--- src/rtl/ta_adc_pkg.sv ---
// Shared definitions for the 250 MS/s ADC acquisition sequencer: state and
// trigger-mode encodings, default sample width and the arm config check.
package ta_adc_pkg;

  localparam int ADC_DATA_W = 14;

  typedef enum logic [2:0] {
    ST_IDLE = 3'd0,
    ST_PRE  = 3'd1,
    ST_WAIT = 3'd2,
    ST_POST = 3'd3,
    ST_DONE = 3'd4
  } acq_state_e;

  typedef enum logic [1:0] {
    TRIG_SOFT = 2'd0,
    TRIG_EXT  = 2'd1,
    TRIG_RISE = 2'd2,
    TRIG_FALL = 2'd3
  } trig_mode_e;

  // Pre samples, trigger sample and post samples must all fit in the ring.
  function automatic logic cfg_fits(input int unsigned pre, input int unsigned post,
                                    input int unsigned addr_w);
    return (pre + post + 32'd1) <= (32'd1 << addr_w);
  endfunction

endpackage

--- src/rtl/ta_adc_trig_det.sv ---
// Trigger detector: ext_trig synchronizer with edge detect, previous-sample
// register and threshold crossing compare; trig_hit is aligned to adc_data.
module ta_adc_trig_det
  import ta_adc_pkg::*;
#(
  parameter int DATA_W = ADC_DATA_W
) (
  input  logic              clk250,
  input  logic              rst,
  input  logic              ext_trig,
  input  logic              soft_trig,
  input  logic [1:0]        trig_mode,
  input  logic [DATA_W-1:0] trig_level,
  input  logic [DATA_W-1:0] adc_data,
  output logic              trig_hit
);

  logic [1:0]        ext_sync_q, ext_sync_d;
  logic              ext_dly_q, ext_dly_d;
  logic              ext_edge_q, ext_edge_d;
  logic [DATA_W-1:0] prev_q, prev_d;

  // Edge is registered so a pin rise is seen three cycles later.
  always_comb begin
    ext_sync_d = {ext_sync_q[0], ext_trig};
    ext_dly_d  = ext_sync_q[1];
    ext_edge_d = ext_sync_q[1] & ~ext_dly_q;
    prev_d     = adc_data;
  end

  always_ff @(posedge clk250) begin
    if (rst) begin
      ext_sync_q <= '0;
      ext_dly_q  <= 1'b0;
      ext_edge_q <= 1'b0;
      prev_q     <= '0;
    end else begin
      ext_sync_q <= ext_sync_d;
      ext_dly_q  <= ext_dly_d;
      ext_edge_q <= ext_edge_d;
      prev_q     <= prev_d;
    end
  end

  always_comb begin
    trig_hit = 1'b0;
    case (trig_mode)
      TRIG_SOFT: trig_hit = soft_trig;
      TRIG_EXT:  trig_hit = ext_edge_q;
      TRIG_RISE: trig_hit = (prev_q < trig_level) && (adc_data >= trig_level);
      TRIG_FALL: trig_hit = (prev_q >= trig_level) && (adc_data < trig_level);
      default:   trig_hit = 1'b0;
    endcase
  end

endmodule

--- src/rtl/ta_adc_acq_ctrl.sv ---
// Acquisition sequencer: arm, pre-trigger fill, wait for trigger and
// post-trigger capture into an external ring-buffer RAM.
module ta_adc_acq_ctrl
  import ta_adc_pkg::*;
#(
  parameter int DATA_W = ADC_DATA_W,
  parameter int ADDR_W = 12
) (
  input  logic              clk250,
  input  logic              rst,
  input  logic              arm,
  input  logic              abort,
  input  logic              soft_trig,
  input  logic              ext_trig,
  input  logic [1:0]        trig_mode,
  input  logic [DATA_W-1:0] trig_level,
  input  logic [ADDR_W-1:0] pre_len,
  input  logic [ADDR_W-1:0] post_len,
  input  logic [DATA_W-1:0] adc_data,
  input  logic              adc_of,
  output logic              wr_en,
  output logic [ADDR_W-1:0] wr_addr,
  output logic [DATA_W:0]   wr_data,
  output logic [ADDR_W-1:0] trig_addr,
  output logic              busy,
  output logic              done,
  output logic              cfg_err,
  output logic              of_seen,
  output logic [2:0]        state_o
);

  acq_state_e        state_q, state_d;
  logic [ADDR_W-1:0] cnt_q, cnt_d;
  logic [ADDR_W-1:0] wr_ptr_q, wr_ptr_d;
  logic [ADDR_W-1:0] wr_addr_q, wr_addr_d;
  logic [ADDR_W-1:0] trig_addr_q, trig_addr_d;
  logic [ADDR_W-1:0] post_len_q, post_len_d;
  logic [DATA_W:0]   wr_data_q, wr_data_d;
  logic [DATA_W-1:0] level_q, level_d;
  logic [1:0]        mode_q, mode_d;
  logic              wr_en_q, wr_en_d;
  logic              done_q, done_d;
  logic              cfg_err_q, cfg_err_d;
  logic              of_seen_q, of_seen_d;
  logic              busy_now, write_now, cfg_ok, trig_hit;

  ta_adc_trig_det #(.DATA_W(DATA_W)) u_trig_det (
    .clk250     (clk250),
    .rst        (rst),
    .ext_trig   (ext_trig),
    .soft_trig  (soft_trig),
    .trig_mode  (mode_q),
    .trig_level (level_q),
    .adc_data   (adc_data),
    .trig_hit   (trig_hit)
  );

  assign busy_now  = (state_q == ST_PRE) || (state_q == ST_WAIT) || (state_q == ST_POST);
  assign write_now = busy_now && !abort;
  assign cfg_ok    = cfg_fits(32'(pre_len), 32'(post_len), ADDR_W);

  // Samples taken while busy are written one cycle later; abort wins over
  // everything, including an arm or trigger in the same cycle.
  always_comb begin
    state_d     = state_q;
    cnt_d       = cnt_q;
    wr_ptr_d    = wr_ptr_q;
    wr_addr_d   = wr_addr_q;
    wr_data_d   = wr_data_q;
    trig_addr_d = trig_addr_q;
    post_len_d  = post_len_q;
    level_d     = level_q;
    mode_d      = mode_q;
    done_d      = done_q;
    cfg_err_d   = cfg_err_q;
    of_seen_d   = of_seen_q;
    wr_en_d     = write_now;

    if (write_now) begin
      wr_addr_d = wr_ptr_q;
      wr_data_d = {adc_of, adc_data};
      wr_ptr_d  = wr_ptr_q + 1'b1;
      of_seen_d = of_seen_q | adc_of;
    end

    if (abort) begin
      state_d = ST_IDLE;
      done_d  = 1'b0;
    end else begin
      case (state_q)
        ST_IDLE, ST_DONE: begin
          if (arm) begin
            if (cfg_ok) begin
              cfg_err_d  = 1'b0;
              done_d     = 1'b0;
              of_seen_d  = 1'b0;
              wr_ptr_d   = '0;
              cnt_d      = pre_len;
              post_len_d = post_len;
              level_d    = trig_level;
              mode_d     = trig_mode;
              state_d    = (pre_len == '0) ? ST_WAIT : ST_PRE;
            end else begin
              cfg_err_d = 1'b1;
            end
          end
        end
        ST_PRE: begin
          cnt_d = cnt_q - 1'b1;
          if (cnt_q == ADDR_W'(1)) state_d = ST_WAIT;
        end
        ST_WAIT: begin
          if (trig_hit) begin
            trig_addr_d = wr_ptr_q;
            cnt_d       = post_len_q;
            if (post_len_q == '0) begin
              state_d = ST_DONE;
              done_d  = 1'b1;
            end else begin
              state_d = ST_POST;
            end
          end
        end
        ST_POST: begin
          cnt_d = cnt_q - 1'b1;
          if (cnt_q == ADDR_W'(1)) begin
            state_d = ST_DONE;
            done_d  = 1'b1;
          end
        end
        default: state_d = ST_IDLE;
      endcase
    end
  end

  always_ff @(posedge clk250) begin
    if (rst) begin
      state_q     <= ST_IDLE;
      cnt_q       <= '0;
      wr_ptr_q    <= '0;
      wr_addr_q   <= '0;
      wr_data_q   <= '0;
      trig_addr_q <= '0;
      post_len_q  <= '0;
      level_q     <= '0;
      mode_q      <= '0;
      wr_en_q     <= 1'b0;
      done_q      <= 1'b0;
      cfg_err_q   <= 1'b0;
      of_seen_q   <= 1'b0;
    end else begin
      state_q     <= state_d;
      cnt_q       <= cnt_d;
      wr_ptr_q    <= wr_ptr_d;
      wr_addr_q   <= wr_addr_d;
      wr_data_q   <= wr_data_d;
      trig_addr_q <= trig_addr_d;
      post_len_q  <= post_len_d;
      level_q     <= level_d;
      mode_q      <= mode_d;
      wr_en_q     <= wr_en_d;
      done_q      <= done_d;
      cfg_err_q   <= cfg_err_d;
      of_seen_q   <= of_seen_d;
    end
  end

  assign wr_en     = wr_en_q;
  assign wr_addr   = wr_addr_q;
  assign wr_data   = wr_data_q;
  assign trig_addr = trig_addr_q;
  assign busy      = busy_now;
  assign done      = done_q;
  assign cfg_err   = cfg_err_q;
  assign of_seen   = of_seen_q;
  assign state_o   = state_q;

endmodule

--- config.mk ---
export PLATFORM = sky130hd
export DESIGN_NAME = ta_adc_acq_ctrl
export DESIGN_NICKNAME = d
export VERILOG_FILES = /design/src/rtl/ta_adc_pkg.sv /design/src/rtl/ta_adc_trig_det.sv /design/src/rtl/ta_adc_acq_ctrl.sv
export SDC_FILE = /design/constraint.sdc
export NUM_CORES = 1
export LEC_CHECK = 0
export CAP_MARGIN = 5
export CORE_UTILIZATION = 45
export DETAILED_ROUTE_END_ITERATION = 8
export PLACE_DENSITY = 0.7
export SLEW_MARGIN = 20
export SYNTH_ARGS = -nofsm -noshare
export SYNTH_HDL_FRONTEND = slang
export SYNTH_SLANG_ARGS = --single-unit
--- constraint.sdc ---
create_clock -name clk250 -period 5.4 [get_ports clk250]
set_input_delay 1.62 -clock clk250 [delete_from_list [all_inputs] [get_ports clk250]]
set_output_delay 1.62 -clock clk250 [all_outputs]
set_load 0.02 [all_outputs]
## Word level (Yosys, flattened, before mapping)

Index checks and enable logic that the tools add are counted.

| storage, ports and cells | value |
|---|---|
| register bits after elaboration | 116 |
| word-level logic and storage cells | 95 |

| cells by class | value |
|---|---|
| add/sub/neg operators | 4 |
| $lt $le $gt $ge | 5 |
| equality and inequality tests | 14 |
| mux-type cells | 30 |
| bitwise operators | 4 |
| reduce and logical (&&, ||, !) cells | 21 |

Operators by type and width:

| operator | number |
|---|---|
| 12-bit 2-to-1 mux | 8 |
| 12-bit case mux with 3 select lines | 1 |
| 14-bit greater-or-equal comparator | 2 |
| 14-bit < comparator | 2 |
| 12-bit logical NOT | 2 |
| 3-bit 2-to-1 mux | 6 |
| 13-bit by 1-bit adder with 14-bit output (second input constant) | 1 |
| 14-bit by 13-bit less-or-equal comparator with 1-bit output (second input constant) | 1 |
| 12-bit by 12-bit adder with 13-bit output | 1 |
| 12-bit by 1-bit adder with 12-bit output (second input constant) | 1 |
| 12-bit by 1-bit equality test with 1-bit output (second input constant) | 1 |
| 3-bit case mux with 4 select lines | 1 |
| 12-bit by 1-bit subtractor with 12-bit output (second input constant) | 1 |
| 1-bit 2-to-1 mux | 11 |
| 5-bit AND reduction | 2 |
| 3-bit by 2-bit equality test with 1-bit output (second input constant) | 2 |
| 2-bit by 1-bit inequality test with 1-bit output (second input constant) | 3 |
| 2-bit inequality test (second input constant) | 3 |
| 3-bit AND reduction | 2 |
| 6-bit AND reduction | 1 |
| 3-bit nonzero test | 2 |
| 2-bit OR reduction | 3 |
| 2-bit equality test (second input constant) | 2 |
| 1-bit case mux with 4 select lines | 1 |
| 14 further kinds | 18 |

## Depth between registers and ports, before layout

Gate-level depths: netlist (run 1).

| logic depth | value |
|---|---|
| depth in word-level cells | 9 |
| gate-level depth with buffers | 13 |

## By module

From an unflattened synthesis (run 1), not the netlist that was laid out.

| unflattened totals | value |
|---|---|
| cell total of the unflattened synthesis | 718 |
| area total of the unflattened synthesis | 6,018.3 um^2 |

By module, submodules not included:

| module | instances | cells each | area an instance (um^2) | sequential area each (um^2) |
|---|---|---|---|---|
| ta_adc_acq_ctrl | 1 | 591 | 4,822.1 | 1,961.9 |
| ta_adc_trig_det | 1 | 127 | 1,196.1 | 360.3 |

## Least setup slack after synthesis (run 1)

OpenSTA, ideal clock, no wires.

| timing | value |
|---|---|
| kind | input to register |
| from | input pre_len[5] |
| to | register level_q[5] |
| setup time | 0.128 ns |
| arrival | 4.056 ns |
| required time | 5.272 ns |
| slack | 1.216 ns |
| cell stages on the path | 13 |
| path through | ha_1 > buf_2 > nand2b_1 > o2111ai_1 > nor4_2 > o211ai_1 > a2111oi_4 > a41oi_1 > nor3_2 > buf_6 > buf_8 > mux2i_1 > nor2_1 |

| between the ends | value |
|---|---|
| word-level cells in the longest chain between the ends | 4 |

RTL lines:

| item | RTL line | text |
|---|---|---|
| from (decl) | ta_adc_acq_ctrl.sv:17 | `input logic [ADDR_W-1:0] pre_len,` |
| 12-bit by 12-bit adder with 13-bit output | ta_adc_pkg.sv:25 | `return (pre + post + 32'd1) <= (32'd1 << addr_w);` |
| 13-bit by 1-bit adder with 14-bit output | ta_adc_pkg.sv:25 |  |
| 14-bit by 13-bit less-or-equal comparator with 1-bit output | ta_adc_pkg.sv:25 |  |
| 4-bit AND reduction (no source line) | -- |  |
| to (signal assigned) | ta_adc_acq_ctrl.sv:159 | `level_q <= level_d;` |
| to (decl) | ta_adc_acq_ctrl.sv:39 | `logic [DATA_W-1:0] level_q, level_d;` |

No other way between the ends.
A chain may end at the register's enable or synchronous reset.

## Worst setup path in the final report (run 1)

| timing | value |
|---|---|
| from | input pre_len[5] |
| to | register cnt_q[6] |

| between the ends | value |
|---|---|
| word-level cells in the longest chain between the ends | 5 |

RTL lines:

| item | RTL line | text |
|---|---|---|
| 12-bit by 12-bit adder with 13-bit output | ta_adc_pkg.sv:25 |  |
| 13-bit by 1-bit adder with 14-bit output | ta_adc_pkg.sv:25 |  |
| 14-bit by 13-bit less-or-equal comparator with 1-bit output | ta_adc_pkg.sv:25 |  |
| 2-bit inequality test (no source line) | -- |  |
| 5-bit AND reduction (no source line) | -- |  |
| to (signal assigned) | ta_adc_acq_ctrl.sv:153 | `cnt_q <= cnt_d;` |
| to (decl) | ta_adc_acq_ctrl.sv:33 | `logic [ADDR_W-1:0] cnt_q, cnt_d;` |

No other way between the ends.

==> impl_metrics.yaml, run 1 <==
floorplan:
  die-area_mm2: 0.0142
  start_util: 0.465
  num_rows: 42
  die_h_um: 119
  die_x_um: 119
  fp.coreArea_mm2: 0.0133
  top_level_ports: 108
power_and_ir_drop:
  ir_worst_vdd_uv: 294
  powerDensity_mw_per_mm2: 302
  leakage_nw: 3.04
  finalPower_mw: 2.39
sta:
  layout_setup_ws_ns: 0.647
  period_needed_ns: 4.75
  setup_viol: 0
  fin_tns_setup_ns: 0
  slew_headroom: 0.386
  rsz0062_at_grt: "false"
  fin_worst_skew_ns: 0.00722
  fin_crit_sh: 0.880
  finalHoldViolations: 0
  maxSlewViolCount: 0
  fmax_mhz: 210
  worst_pin_slew_ns: 0.921
grt:
  grt_first_pass_wirelength_um: 28000
  grt-ovfl-total: 0
  grt_pass1_vias: 5776
  grt_start_max_net_pins: 87
  grt_antenna_before_repair: 0
  track_usage: 0.248
placement:
  portBuffers: 107
  globalplace.congestion: 0.907
  dp_slack_ns: 0.259
  place_hpwl_um: 12100
cts:
  cts_made_buffers: 17
  clk_pin_slew_ns: 0.05
  htreeDepth: 4
  cts.sinks: 116
  root_buffer: "clkbuf_16"
  postCtsSetupBuffers: 0
  clk_latency_ns: 0.41
  cts_tree: "built"
  cts_resized: 0
  clk_path_buf_depth: 2
  hold_buffers: 0
detailed_routing:
  drt-total-wl_um: 16700
  initialDrtViolationCount: 303
  remaining_drc_errors: 0
  postRouteAntennaNets: 0
  drtPass1Iterations: 5
  viasPerCell: 5.59
  detail_route.wl_per_cell_um: 16.4
  via_count: 5695
worst_setup_path:
  startpoint: "pre_len[5]"
  ff2ff_path_depth: 11
  end_kind: "flop"
  crit_fanout: 40
  reg2reg_from: "level_q[9]"
  critical_path_arrival_ns: 5.01
  worstPathRequired_ns: 5.66
  r2r-end: "cnt_q[6]"
  critPathCapture: "cnt_q[6]"
  startpoint_type: "input port"
  crit_type: "in -> reg"
  r2r_setup_slack_ns: 1.96
synthesis:
  synth.net_count: 840
  ys_top_cells_by_area: "dfxtp_1 38%, ha_1 8.7%, mux2i_1 6.6%"
  synthArstFlopShare: 0
  yosys.cell_types.count: 68
  synth_top_area_frac: 0.376
  yosysTopAreaCell: "dfxtp_1"
  synth_edf_count: 0
  ys.flop_type: "dfxtp_1"
  avgSynthCellArea_um2: 8.40
  ys_ff_latch: 116
  synthCells: 736
  yosys_warnings: 0
  syn_area_mm2: 0.00618
  synth_seq_area_share: 0.376
layout:
  n_fill_cell: 1191
  diodes: 0
  final_cell_mix: "116 x dfxtp_1, 106 x clkdlybuf4s50_1, 83 x nor2_1"
  drive_gt1_frac: 0.0689
  layout_commonest_cell: "dfxtp_1"
  area_growth_pct: 28.1
  nNetsFinal: 933
min_path:
  hp-class: "reg -> reg"
flow_run:
  drv_cap: 0
outcome:
  status: "completed"
[how the worst min path moves through the flow]
stage,start,endpoint,slack (ns),cells after the start
floorplan,u_trig_det.ext_dly_q,u_trig_det.ext_edge_q,0.37,1
CTS,u_trig_det.ext_dly_q,u_trig_det.ext_edge_q,0.39,1
finish,u_trig_det.ext_dly_q,u_trig_det.ext_edge_q,0.39,1
global route,u_trig_det.ext_dly_q,u_trig_det.ext_edge_q,0.42,1
global placement,u_trig_det.ext_dly_q,u_trig_det.ext_edge_q,0.38,1
detailed placement,u_trig_det.ext_dly_q,u_trig_det.ext_edge_q,0.39,1
[Yosys cell counts (7+ instances only)]
library cell,n
inv_1,34
nor4_1,8
nand3_1,13
dfxtp_1,116
mux2i_1,41
nand2_1,78
clkbuf_1,27
nand4_1,13
a21oi_1,64
ha_1,43
a31oi_1,10
xnor2_1,7
nor2_1,84
o21ai_0,23
nand2b_1,10
nor2b_1,31
nor3_1,30
[cell type report]
cell class              count  area (um2)  area share
multi-input cells         546        3520       0.445
well taps                 176         220      0.0278
clock buffers              24         492      0.0621
repair buffers            114        1130       0.143
flip-flops and latches    116        2320       0.293
clock inverters             8        98.8      0.0125
inverters                  34         128      0.0161
[logic make-up after synthesis]
group,count (synthesis),share of synthesized area
and+or+nand+nor,291,0.228
xor gates and xnor gates,13,0.0184
adders and majority gates,43,0.0870
buffers and inverters,74,0.0557
DFF,116,0.376
AOI/OAI and AO/OA,157,0.167
muxes,42,0.0682
[report_power, final]
part           internal (mW)  total, mW  switching (mW)
registers              0.886      0.908          0.0217
clock network          0.725       1.11           0.386
logic                  0.162      0.373           0.211
[per-stage QoR]
stage / utilization / instance area, um2 / instances / hold slack, ns
3_5_place_dp: 0.551 / 7330 / 986 / 0.394
6_report: 0.596 / 7920 / 1018 / 0.387
3_3_place_gp: 0.551 / 7330 / 986 / 0.383
5_1_grt: 0.596 / 7920 / 1018 / 0.421
4_1_cts: 0.596 / 7920 / 1018 / 0.393
2_1_floorplan: - / 6180 / 736 / 0.367
[sequential cells by signal (all words and copies together) (netlist names)]
register,flops
cfg_err,1
cnt_q,12
done,1
level_q,14
mode_q,2
of_seen,1
post_len_q,12
state_o,3
trig_addr,12
u_trig_det.ext_dly_q,1
u_trig_det.ext_edge_q,1
u_trig_det.ext_sync_q,2
u_trig_det.prev_q,14
wr_addr,12
wr_data,15
wr_en,1
wr_ptr_q,12
[metal layers]
metal | track usage | wire length (um) | vias up
li1 | - | - | 2794
met1 | 0.307 | 7600 | 2708
met2 | 0.412 | 8030 | 165
met3 | 0.0656 | 818 | 28
met4 | 0.0878 | 295 | 0
met5 | 0 | 0 | -
[worst max-delay path: stages]
cell and delay, ns:
clkdlybuf4s50_1 0.47, ha_1 0.49, nand2b_1 0.16, o2111ai_1 0.13
nor4_2 0.30, o211ai_1 0.18, a2111oi_4 0.37, a41oi_1 0.30
nor3_4 0.31, buf_12 0.28, a2bb2oi_1 0.26, o32ai_2 0.10
Note: power is estimated with default switching activity, not from simulation.
==> run 2: changes to the inputs <==
--- a/config.mk
+++ b/config.mk
@@ -8,7 +8,7 @@
 export CAP_MARGIN = 5
 export CORE_UTILIZATION = 45
 export DETAILED_ROUTE_END_ITERATION = 8
-export PLACE_DENSITY = 0.7
+export PLACE_DENSITY = 0.72
 export SLEW_MARGIN = 20
 export SYNTH_ARGS = -nofsm -noshare
 export SYNTH_HDL_FRONTEND = slang
==> constraint.sdc (replaced) <==
create_clock -name clk250 -period 4.2 [get_ports clk250]
set_input_delay 1.26 -clock clk250 [delete_from_list [all_inputs] [get_ports clk250]]
set_output_delay 1.26 -clock clk250 [all_outputs]
set_load 0.02 [all_outputs]
==> run 2 against run 1 <==
Against the previous run:
- power rose by 30%
- via count up 6.4%
- worst hold slack got worse by 0.010 ns
- largest power group unchanged
- clock power grew 22%
- worst setup slack worse by 0.55 ns
- utilization increased by 5.3 points
- first-iteration DRC count grew 21%
- combinational power up 59%
- routed wire length is 7.8% higher
- sequential power increased by 28%
- register-to-register slack got worse by 0.93 ns
- design area is 8.9% higher
==> impl_metrics.yaml, run 2 (synthesized netlist as in run 1, its figures left out) <==
grt:
  track_usage: 0.256
  grt_pass1_vias: 5788
  grt_antenna_before_repair: 0
  grt-ovfl-total: 0
  grt_start_max_net_pins: 81
  grt_first_pass_wirelength_um: 28600
detailed_routing:
  remaining_drc_errors: 0
  initialDrtViolationCount: 368
  detail_route.wl_per_cell_um: 16.6
  drt-total-wl_um: 18000
  postRouteAntennaNets: 0
  via_count: 6057
  drtPass1Iterations: 5
  viasPerCell: 5.56
floorplan:
  start_util: 0.465
  num_rows: 42
  top_level_ports: 108
  die_h_um: 119
  fp.coreArea_mm2: 0.0133
  die_x_um: 119
  die-area_mm2: 0.0142
worst_setup_path:
  crit_type: "in -> reg"
  end_kind: "flop"
  worstPathRequired_ns: 4.53
  reg2reg_from: "level_q[4]"
  critical_path_arrival_ns: 4.44
  startpoint_type: "input port"
  crit_fanout: 10
  startpoint: "pre_len[2]"
  ff2ff_path_depth: 12
power_and_ir_drop:
  power_frac_comb: 0.191
  seq_power_share: 0.374
  pwr-share-clk: 0.435
  leakage_nw: 3.45
  ir_worst_vdd_uv: 343
  p_int_mw: 2.25
  swShare: 0.277
  finalPower_mw: 3.11
  power_switching_uw: 862
  powerDensity_mw_per_mm2: 361
layout:
  drive_gt1_frac: 0.162
  layout_commonest_cell: "dfxtp_1"
  nNetsFinal: 1005
  diodes: 0
  n_fill_cell: 1120
  final_area_mm2: 0.00862
  largest_reg_flops: 15
  final_cell_mix: "116 x dfxtp_1, 101 x clkdlybuf4s50_1, 83 x nor2_1"
  area_growth_pct: 39.5
  finalNonFillerCells: 1090
min_path:
  hold_depth: 1
  hp-class: "reg -> reg"
  worstHoldStart: "u_trig_det.ext_dly_q"
cts:
  cts_tree: "built"
  clk_latency_ns: 0.43
  root_buffer: "clkbuf_16"
  htreeDepth: 4
  cts_made_buffers: 17
  clk_pin_slew_ns: 0.05
  hold_buffers: 0
  clk_path_buf_depth: 2
  cts.sinks: 116
placement:
  postPlaceCellArea_mm2: 0.00784
  place_hpwl_um: 13100
  dp.cells: 1053
  dp_slack_ns: -0.444
  globalplace.congestion: 0.903
  portBuffers: 107
flow_run:
  drv_cap: 0
sta:
  finalHoldViolations: 0
  fin_crit_sh: 0.978
  fin_tns_setup_ns: 0
  maxSlewViolCount: 0
  period_needed_ns: 4.11
  fin_worst_skew_ns: 0.00539
  worst_pin_slew_ns: 0.862
  slew_headroom: 0.425
  layout_setup_ws_ns: 0.0924
  setup_viol: 0
  fmax_mhz: 243
outcome:
  status: "completed"
[run 2: cell count changes in the layout (fill, tap and decap cells not counted), sizes merged]
| cell | before | now |
|---|---|---|
| inv | 34 | 37 |
| clkbuf | 24 | 21 |
| buf | 8 | 79 |
| dlymetal6s2s | 0 | 5 |
| bufinv | 2 | 1 |
| clkdlybuf4s50 | 106 | 101 |
| clkinv | 4 | 6 |
[run 2: what timing repair did]
action,4_1_cts,5_1_grt
pin swaps,0,8
setup endpoints to repair,1,57
gates cloned,0,1
hold endpoints to repair,0,0
gates resized for setup,1,29
buffers inserted,0,5
[run 2: metrics by stage]
step | util | hold slack [ns]
finish | 0.649 | 0.377
CTS | 0.632 | 0.378
global placement | 0.590 | 0.372
global route | 0.649 | 0.405
floorplan | - | 0.367
detailed placement | 0.590 | 0.372
[run 2: worst paths after layout]
| kind | end | slack [ns] |
|---|---|---|
| worst max-delay path | cnt_q[3] | 0.09 |
| worst min register to register | u_trig_det.ext_edge_q | 0.38 |
| worst max register to register | cnt_q[11] | 1.03 |
| worst min-delay path | u_trig_det.ext_edge_q | 0.38 |
[run 2: power by group through the flow]
stage | sequential [mW] | clock, mW | combinational (mW)
floorplan | 1.19 | 0 | 0.310
global placement | 1.18 | 0 | 0.532
detailed placement | 1.19 | 0 | 0.543
CTS | 1.16 | 1.37 | 0.548
global route | 1.17 | 1.43 | 0.645
finish | 1.16 | 1.35 | 0.592
[run 2: metal layers]
metal  global-route usage  up-vias  part of all wire
li1                     -     2934                 -
met1                0.319     2895              0.44
met2                0.422      191              0.48
met3               0.0623       37             0.053
met4                0.107        0             0.022
met5                    0        -                 0
[run 2: critical path, stage by stage]
cell	delay [ns]
clkdlybuf4s50_1	0.53
ha_4	0.16
buf_4	0.10
a21o_1	0.11
nand2_2	0.10
buf_4	0.16
a21o_1	0.18
a32oi_1	0.24
a311oi_2	0.07
buf_4	0.17
a31oi_4	0.24
nor3_4	0.08
buf_12	0.14
buf_12	0.14
or4b_2	0.66
o31ai_2	0.09
[run 2: layout make-up]
type	count	area (um2)	area share
clock buffer	20	447	0.0518
clock inverter	12	105	0.0122
inverter	34	128	0.0148
multi-input combinational	546	3670	0.426
sequential	116	2320	0.269
tap	176	220	0.0255
timing repair buffer	186	1730	0.201
==> run 3: changes to the inputs <==
--- a/config.mk
+++ b/config.mk
@@ -5,7 +5,6 @@
 export SDC_FILE = /design/constraint.sdc
 export NUM_CORES = 1
 export LEC_CHECK = 0
-export CAP_MARGIN = 5
 export CORE_UTILIZATION = 45
 export DETAILED_ROUTE_END_ITERATION = 8
 export PLACE_DENSITY = 0.72
==> results of run 3 <==
The final DEF is identical to that of run 2; final timing and power are the same.
